$ cat src/rtl/vga_timing_gen.sv
// VGA raster timing generator: cascaded x/y counters with
// registered sync, data-enable and line/frame strobes.
module vga_timing_gen #(
  parameter int H_ACTIVE = 640,
  parameter int H_FP     = 16,
  parameter int H_SYNC   = 96,
  parameter int H_BP     = 48,
  parameter int V_ACTIVE = 480,
  parameter int V_FP     = 10,
  parameter int V_SYNC   = 2,
  parameter int V_BP     = 33,
  parameter bit H_POL    = 1'b0,
  parameter bit V_POL    = 1'b0,
  parameter int CW       = 10
) (
  input  logic          clk,
  input  logic          rst,
  input  logic          cen,
  output logic [CW-1:0] x,
  output logic [CW-1:0] y,
  output logic          de,
  output logic          hsync,
  output logic          vsync,
  output logic          line_start,
  output logic          frame_start
);

  localparam int H_TOTAL = H_ACTIVE + H_FP + H_SYNC + H_BP;
  localparam int V_TOTAL = V_ACTIVE + V_FP + V_SYNC + V_BP;

  if (H_ACTIVE < 1 || H_FP < 1 || H_SYNC < 1 || H_BP < 1 ||
      V_ACTIVE < 1 || V_FP < 1 || V_SYNC < 1 || V_BP < 1)
  begin : g_bad_len
    $error("vga_timing_gen: zero-length timing field");
  end

  if (CW < 1 || CW > 30 ||
      (2 ** CW) < H_TOTAL || (2 ** CW) < V_TOTAL)
  begin : g_bad_cw
    $error("vga_timing_gen: CW too small for totals");
  end

  localparam logic [CW-1:0] H_LAST = CW'(H_TOTAL - 1);
  localparam logic [CW-1:0] V_LAST = CW'(V_TOTAL - 1);
  localparam logic [CW-1:0] H_DE   = CW'(H_ACTIVE);
  localparam logic [CW-1:0] V_DE   = CW'(V_ACTIVE);
  localparam logic [CW-1:0] H_HS0  = CW'(H_ACTIVE + H_FP);
  localparam logic [CW-1:0] H_HS1  = CW'(H_ACTIVE + H_FP + H_SYNC);
  localparam logic [CW-1:0] V_VS0  = CW'(V_ACTIVE + V_FP);
  localparam logic [CW-1:0] V_VS1  = CW'(V_ACTIVE + V_FP + V_SYNC);

  logic          x_wrap;
  logic          y_wrap;
  logic [CW-1:0] x_nx;
  logic [CW-1:0] y_nx;
  logic          de_nx;
  logic          hs_nx;
  logic          vs_nx;
  logic          ls_nx;
  logic          fs_nx;

  // >= rather than == so an upset counter falls back to 0
  always_comb begin
    x_wrap = (x >= H_LAST);
    y_wrap = (y >= V_LAST);
    x_nx   = x_wrap ? '0 : x + CW'(1);
    y_nx   = y;
    if (x_wrap) begin
      y_nx = y_wrap ? '0 : y + CW'(1);
    end
    de_nx = (x_nx < H_DE) && (y_nx < V_DE);
    hs_nx = ((x_nx >= H_HS0) && (x_nx < H_HS1)) ? H_POL : ~H_POL;
    vs_nx = ((y_nx >= V_VS0) && (y_nx < V_VS1)) ? V_POL : ~V_POL;
    ls_nx = (x_nx == '0);
    fs_nx = ls_nx && (y_nx == '0);
  end

  always_ff @(posedge clk) begin
    if (rst) begin
      x           <= H_LAST;
      y           <= V_LAST;
      de          <= 1'b0;
      hsync       <= ~H_POL;
      vsync       <= ~V_POL;
      line_start  <= 1'b0;
      frame_start <= 1'b0;
    end else if (cen) begin
      x           <= x_nx;
      y           <= y_nx;
      de          <= de_nx;
      hsync       <= hs_nx;
      vsync       <= vs_nx;
      line_start  <= ls_nx;
      frame_start <= fs_nx;
    end else begin
      line_start  <= 1'b0;
      frame_start <= 1'b0;
    end
  end

endmodule

$ cat config.mk
export PLATFORM = sky130hd
export DESIGN_NAME = vga_timing_gen
export DESIGN_NICKNAME = d
export VERILOG_FILES = /design/src/rtl/vga_timing_gen.sv
export SDC_FILE = /design/constraint.sdc
export NUM_CORES = 1
export LEC_CHECK = 0
export BUFFER_PORTS_ARGS = -buffer_cell sky130_fd_sc_hd__buf_2
export CAP_MARGIN = 5
export CORE_MARGIN = 5
export CORE_UTILIZATION = 60
export DETAILED_ROUTE_END_ITERATION = 10
export PLACE_DENSITY = 0.84
export SYNTH_ARGS = -nofsm -noshare
export SYNTH_HDL_FRONTEND = slang
export SYNTH_SLANG_ARGS = --single-unit
$ cat constraint.sdc
create_clock -name clk -period 4.51 [get_ports clk]
set_clock_uncertainty 0.2 [all_clocks]
set_input_delay 0.2255 -clock clk [delete_from_list [all_inputs] [get_ports clk]]
set_output_delay 0.2255 -clock clk [all_outputs]
set_load 0.005 [all_outputs]
==> summary.md, run 1 <==
| Metric | Value |
|---|---|
| Run status | `finished clean` |
| Dpl hpwl | `about 3000 µm` |
| Post-synthesis cell type count | `59` |
| Die Y | `65.1 µm` |
| RSZ-0062 raised after global routing | `no` |
| Initial Utilization | `61.2%` |
| CTS Buf Count | `3` |
| Drt total wl | `around 4300 µm` |
| Clock-pin transition on the worst setup and hold timing paths | `roughly 0.13 ns` |
| WP data arrival | `around 2.8 ns` |
| CTS tree | `built` |
| Syn Nets | `roughly 240` |
| CTS resizes | `0` |
| I/O pin count | `28` |
| Initial DRC Count | `~120` |
| Switching power | `about 230 µW` |
| GRT Util Overall | `between 20% and 30%` |
| Top FF cell, synth | `dfxtp_1` |
| Area Overhead vs Synth | `6.38%` |
| Worst hold margin | `just over 0.08 ns` |
| Global-route wire length before repair | `approximately 7400 µm` |
| Post-layout util | `about two thirds` |
| Layout Cells excl Fill | `approximately 280` |
| GR Util met2 | `between 30 and 40%` |
| CTS Root Cell | `clkbuf_4` |
| Final net count | `between 200 and 300` |
| Grt total ovfl | `0` |
| Synth Instances | `238` |
| Via count | `roughly 1.8k` |
| Max-cap violations | `0` |
| Vias in the first global route | `between 1.5k and 2k` |
| DR pass1 iterations | `4` |
| Syn Area/Cell | `approximately 7.7 µm²` |
| Max-slew violations | `0` |
| Critical Path RT | `around 4.6 ns` |
| Post-synthesis sequential element count | `25` |
| Hold Violations, Final | `0` |
| CTS H-tree depth | `1` |
| Die area | `about 0.0042 mm²` |
| Clock power share | `17.4%` |
| Fin Setup TNS | `0 ns` |
| DIE WIDTH | `around 65 µm` |
| Pwr dens | `around 300 mW/mm²` |
| # rows | `20` |
| Longest Clk Path Bufs | `2` |
| Max frequency | `359 MHz` |
| Synth Area in Simple Gates | `between 20% and 30%` |
| Number of port buffers | `27` |
| CP Max Fanout | `19` |
| Sw frac | `about two fifths` |
| Synth Cell Area | `roughly 0.0018 mm²` |
| FILL cells | `276` |
| Postcts setup bufs | `0` |
| Int Power | `354 µW` |
| Slew @ Worst Pin | `0.755 ns` |
| Setup crit end kind | `flop` |
| Met3 GRT Util | `under 10%` |
| Global placement routability congestion | `just over 0.9` |
| YS warnings | `0` |
| Routed len/inst | `between 15 and 20 µm` |
| Period minus WS final | `~2.8 ns` |
| Placed Cells incl. Taps | `280` |
| Layout cells sized above 1 | `a little under a fifth` |
| Kind of critical path | `flop to flop` |
| Final period utilization | `about 60%` |
| Diode count | `0` |
| Grt peak-use layer | `met2` |
| Pin count of the biggest net entering global routing | `20` |
| Complex-gate fraction of the synthesized area | `between 20 and 30%` |
| Vias per std cell | `between 6 and 7` |
| Final Setup Violations | `0` |
| Worst min-delay path category | `input pin to flop` |
| Synth Area in XOR/XNOR | `roughly 3.8%` |
| Met1 GRT Util | `between 20 and 30%` |
| Leakage | `roughly 0.00075 µW` |
| Area of the multi-input gates | `roughly 0.0012 mm²` |
| Post-CTS Hold Fix Bufs | `0` |
| Seq. cell area | `~500 µm²` |
| Rel. slew slack | `~50%` |
| Clk_lat worst skew | `roughly 0.32 ns` |
| Peak VDD IR | `about 0.00015 V` |
| Post-synthesis mux area share | `2.26%` |
| Reg power frac | `45.8%` |
| Clk sink count | `25` |
| Antenna-violating nets left | `0` |
| Largest family of logic cells by synthesized area | `compound AO/OA/AOI/OAI gates` |
| Asr flop ratio synth | `0%` |
| Setup crit start kind | `flop` |
| Post-Synth Adder-Cell Area | `2.06%` |
| Core region area | `between 0.002 and 0.003 mm²` |
| Post-synthesis sequential area ratio | `approximately 27%` |
| Number of flops mapped to enable cells by yosys | `0` |
| Initial antenna violation count | `0` |
| Residual DRC | `0` |
| Combinational cell fraction of total power | `between 30% and 40%` |
final cells by class:
type / count / share of cell area [%]
inverters: 9 / 1.74
repair buffers: 27 / 6.97
flip-flops and latches: 25 / 25.8
clock buffers: 4 / 1.35
well taps: 33 / 2.13
multi-input cells: 186 / 62.0
power groups by stage:
stage / sequential (µW) / clock, µW / combinational (µW)
3_3_place_gp: 270 / 0 / 207
4_1_cts: 265 / 103 / 212
2_1_floorplan: 256 / 0 / 178
3_5_place_dp: 270 / 0 / 211
5_1_grt: 270 / 113 / 239
6_report: 266 / 101 / 214
routing by layer:
| layer | share of wire, % | routed length, µm | up-vias |
|---|---|---|---|
| met5 | 0 | 0 | - |
| met4 | 1.5 | 66 | 0 |
| met3 | 5.3 | 229 | 9 |
| met2 | 48 | 2080 | 57 |
| met1 | 45 | 1960 | 825 |
| li1 | - | - | 904 |
state kept, by name, summed over array words and instances (netlist names):
register,flops
de,1
frame_start,1
hsync,1
line_start,1
vsync,1
x,10
y,10
cell usage in the layout, fill, tap and decap left out, types with 4 or more instances in the layout:
cell type / Yosys / routed
nand2_1: 27 / 27
buf_2: 8 / 27
dfxtp_1: 25 / 25
a21oi_1: 22 / 22
nor2_1: 19 / 19
o21ai_0: 13 / 13
inv_1: 9 / 9
nand3_1: 9 / 9
nor3_1: 6 / 6
and3_1: 5 / 5
a31oi_1: 5 / 5
xnor2_1: 5 / 5
nand4_1: 4 / 4
critical path, stage by stage, from the launching register on:
cell and delay [ns]:
dfxtp_1 0.47, ha_1 0.39, nand4_4 0.17, a21oi_2 0.65, nand2_1 0.26, nor2_1 0.31
nand3b_1 0.12, a21oi_1 0.15
worst paths after layout:
check	slack, ns	depth (start not counted)	end	start
setup / recovery	1.73	7	y[8]	x[0]
setup reg to reg	1.73	7	y[8]	x[0]
hold reg to reg	0.32	2	de	de
hold / removal	0.08	2	x[5]	rst
per-stage QoR:
| step | worst slack [ns] | area [µm²] | power [µW] |
|---|---|---|---|
| 2_1_floorplan | 2.14 | 1820 | 434 |
| 3_5_place_dp | 1.77 | 1910 | 480 |
| 3_3_place_gp | 1.89 | 1910 | 476 |
| 5_1_grt | 1.45 | 1940 | 621 |
| 4_1_cts | 1.75 | 1940 | 580 |
| 6_report | 1.73 | 1940 | 580 |
cells in the mapped netlist, types with 2 or more instances:
cell        n  area [µm²]
nand2_1    27         101
o31ai_1     3        22.5
a31o_2      2        17.5
o311ai_0    3        26.3
o2bb2ai_1   2        17.5
xor2_1      3        26.3
nand4_1     4        25.0
o22ai_1     2        12.5
nand4b_1    3        26.3
nand3b_1    2        15.0
mux2i_1     3        30.0
o211ai_1    2        15.0
or3_1       2        12.5
nand3_1     9        45.0
a21oi_1    22         110
a31oi_1     5        31.3
and3_1      5        31.3
inv_1       9        33.8
a21o_1      2        15.0
o21ai_1     2        10.0
and4_1      2        17.5
ha_1        3        37.5
buf_2       8        40.0
nor2_1     19        71.3
clkbuf_1    8        30.0
dfxtp_1    25         500
nor3_1      6        30.0
and2_1      3        18.8
xnor2_1     5        43.8
a21oi_2     2        17.5
nor3b_1     2        15.0
o21ai_0    13        65.1
or2_2       2        12.5
nor4_1      3        18.8
cells by family after synthesis:
| group | after synthesis |
|---|---|
| xor gates and xnor gates | 8 |
| buffers and inverters | 27 |
| adders and majority gates | 3 |
| muxes | 4 |
| AOI/OAI and AO/OA | 74 |
| DFF | 25 |
| and+or+nand+nor | 97 |
Power figures use the tool's default switching activity.
==> run 2, diff against run 1 <==
--- a/config.mk
+++ b/config.mk
@@ -8,9 +8,9 @@
 export BUFFER_PORTS_ARGS = -buffer_cell sky130_fd_sc_hd__buf_2
 export CAP_MARGIN = 5
 export CORE_MARGIN = 5
-export CORE_UTILIZATION = 60
+export CORE_UTILIZATION = 57
 export DETAILED_ROUTE_END_ITERATION = 10
-export PLACE_DENSITY = 0.84
+export PLACE_DENSITY = 0.8
 export SYNTH_ARGS = -nofsm -noshare
 export SYNTH_HDL_FRONTEND = slang
 export SYNTH_SLANG_ARGS = --single-unit
==> constraint.sdc (replaced) <==
create_clock -name clk -period 2.9 [get_ports clk]
set_clock_uncertainty 0.2 [all_clocks]
set_input_delay 0.145 -clock clk [delete_from_list [all_inputs] [get_ports clk]]
set_output_delay 0.145 -clock clk [all_outputs]
set_load 0.005 [all_outputs]
==> run 2 against run 1 <==
Non-clock buffer count up 5. Sequential power up 56%. Routed wire length up 5.6%. Sequential cell count unchanged. Critical endpoint is now vsync. Largest power group unchanged.
==> summary.md, run 2 (synthesis results as in run 1) <==
| Metric | Value |
|---|---|
| Final WS setup | `0.270 ns (-1.46 ns)` |
| Final Setup Violations | `0 (unchanged)` |
| Pwr dens | `464 mW/mm² (+55%)` |
| CTS Root Cell | `clkbuf_4` |
| CP top delay family | `compound AO/OA/AOI/OAI gates` |
| Routed len/inst | `15.2 µm (about the same)` |
| Leakage | `0.000781 µW (+3.7%)` |
| RSZ-0062 raised after global routing | `no` |
| Vias in the first global route | `1609 (-0.98%)` |
| CP max stage cell | `dfxtp_1` |
| Initial DRC Count | `145 (+24%)` |
| Period minus WS final | `2.63 ns (-0.153 ns)` |
| Slew @ Worst Pin | `0.459 ns (-0.297 ns)` |
| GRT Util Overall | `22.3% (+0.73 points)` |
| Final net count | `263 (+1.9%)` |
| DR pass1 iterations | `4 (unchanged)` |
| Fin Setup TNS | `0 ns (unchanged)` |
| Reg2Reg Setup Slack | `0.27 ns (-1.46 ns)` |
| Area Overhead vs Synth | `9.40%` |
| Initial antenna violation count | `0 (unchanged)` |
| Die Y | `66.6 µm (+2.2%)` |
| I/O pin count | `28 (unchanged)` |
| Kind of critical path | `flop to flop` |
| Initial Utilization | `59.7% (-1.5 points)` |
| WP buf/inv | `1 (+1)` |
| Rel. slew slack | `69.4% (+20 points)` |
| Diode count | `0 (unchanged)` |
| Pin count of the biggest net entering global routing | `19 (-5.0%)` |
| Clk_lat worst skew | `0.34 ns (+0.02 ns)` |
| Crit path cell chain | `ha_1 > nand4_4 > a2111oi_4 > buf_4 > xor2_1 > nand4b_1 > o21ai_1 > a31oi_1` |
| Pre-CTS setup slack | `0.246 ns (-1.52 ns)` |
| CTS tree | `built` |
| Final period utilization | `90.7% (+29 points)` |
| Max-cap violations | `0 (unchanged)` |
| Vias per std cell | `6.13 (-3.0%)` |
| Global placement routability congestion | `0.952 (+4.6%)` |
| Antenna-violating nets left | `0 (unchanged)` |
| Reg-to-Reg Start | `x[1]` |
| WP data arrival | `2.67 ns (-0.17 ns)` |
| Most frequent cells in the layout | `nand2_1, buf_2, dfxtp_1, a21oi_1, nor2_1` |
| Die area | `0.00443 mm² (+4.5%)` |
| CP Max Fanout | `8 (-11)` |
| Top Registers | `x: 10 flops, y: 10 flops` |
| Hold Violations, Final | `0 (unchanged)` |
| Longest Clk Path Bufs | `2 (unchanged)` |
| DIE WIDTH | `66.6 µm (+2.2%)` |
| Worst min-delay path category | `input pin to flop` |
| Layout cells sized above 1 | `20.3% (+1.6 points)` |
| Core region area | `0.00305 mm² (+2.5%)` |
| Setup crit end kind | `flop` |
| Clk sink count | `25 (unchanged)` |
| Number of port buffers | `27 (unchanged)` |
| CTS Buf Count | `3 (unchanged)` |
| Run status | `finished clean` |
| Clock-pin transition on the worst setup and hold timing paths | `0.15 ns (+0.02 ns)` |
| Setup crit start kind | `flop` |
| Max frequency | `380 MHz (+5.8%)` |
| Grt total ovfl | `0 (unchanged)` |
| Residual DRC | `0 (unchanged)` |
| CTS resizes | `0 (unchanged)` |
| Crit path from | `x[1]` |
| Min-delay src | `cen` |
| Post-layout util | `65.3% (+0.20 points)` |
| Global-route wire length before repair | `7800 µm (+5.4%)` |
| Drt total wl | `4570 µm (+5.6%)` |
| CP max stage delay | `0.48 ns (-0.17 ns)` |
| Peak VDD IR | `0.000262 V (+79%)` |
| Via count | `1840 (+2.5%)` |
| CTS H-tree depth | `1 (unchanged)` |
| Dpl hpwl | `3250 µm (+6.0%)` |
| Critical Path RT | `2.94 ns (-1.63 ns)` |
| Max-slew violations | `0 (unchanged)` |
| # rows | `20 (unchanged)` |
run 2: repair_timing:
action | 4_1_cts | 5_1_grt
setup buffers | 0 | 2
setup endpoints to repair | 0 | 1
hold endpoints to repair | 5 | 0
hold buffers | 1 | 0
run 2: metrics by stage:
stage               hold slack (ns)  power (µW)  area (µm²)  instances
floorplan                     0.229         675        1820        238
global placement              0.283         756        1940        293
detailed placement            0.283         759        1940        293
CTS                          0.0169         928        1980        298
global route                 0.0404         991        1990        300
finish                       0.0275         926        1990        300
run 2: worst reg2reg max path: stages, from the launching register on:
cell	delay (ns)
dfxtp_1	0.48
ha_1	0.40
nand4_4	0.17
a2111oi_4	0.47
buf_4	0.20
xor2_1	0.15
nand4b_1	0.11
o21ai_1	0.23
a31oi_1	0.11
run 2: per-layer routing:
layer	track usage, %	wire length, µm
met1	31.8	2110
met4	7.36	61
met5	0	0
met2	34.3	2020
met3	3.20	375
run 2: path summary, 6_finish.rpt:
kind                            endpoint  cells after the start
worst max-delay path               vsync                      8
worst max register to register     vsync                      8
worst min-delay path                x[1]                      3
worst min register to register        de                      2
run 2: power by group:
group / internal (µW) / switching (µW)
Clock: 51.9 / 115
Sequential: 365 / 49.2
Combinational: 140 / 205
run 2: cell type report:
cell class,instances,area (µm²)
clock inverter,1,5.00
clock buffer,3,22.5
inverter,9,33.8
timing repair buffer,32,175
fill,277,1060
multi-input combinational,186,1200
tap,44,55.1
sequential,25,500
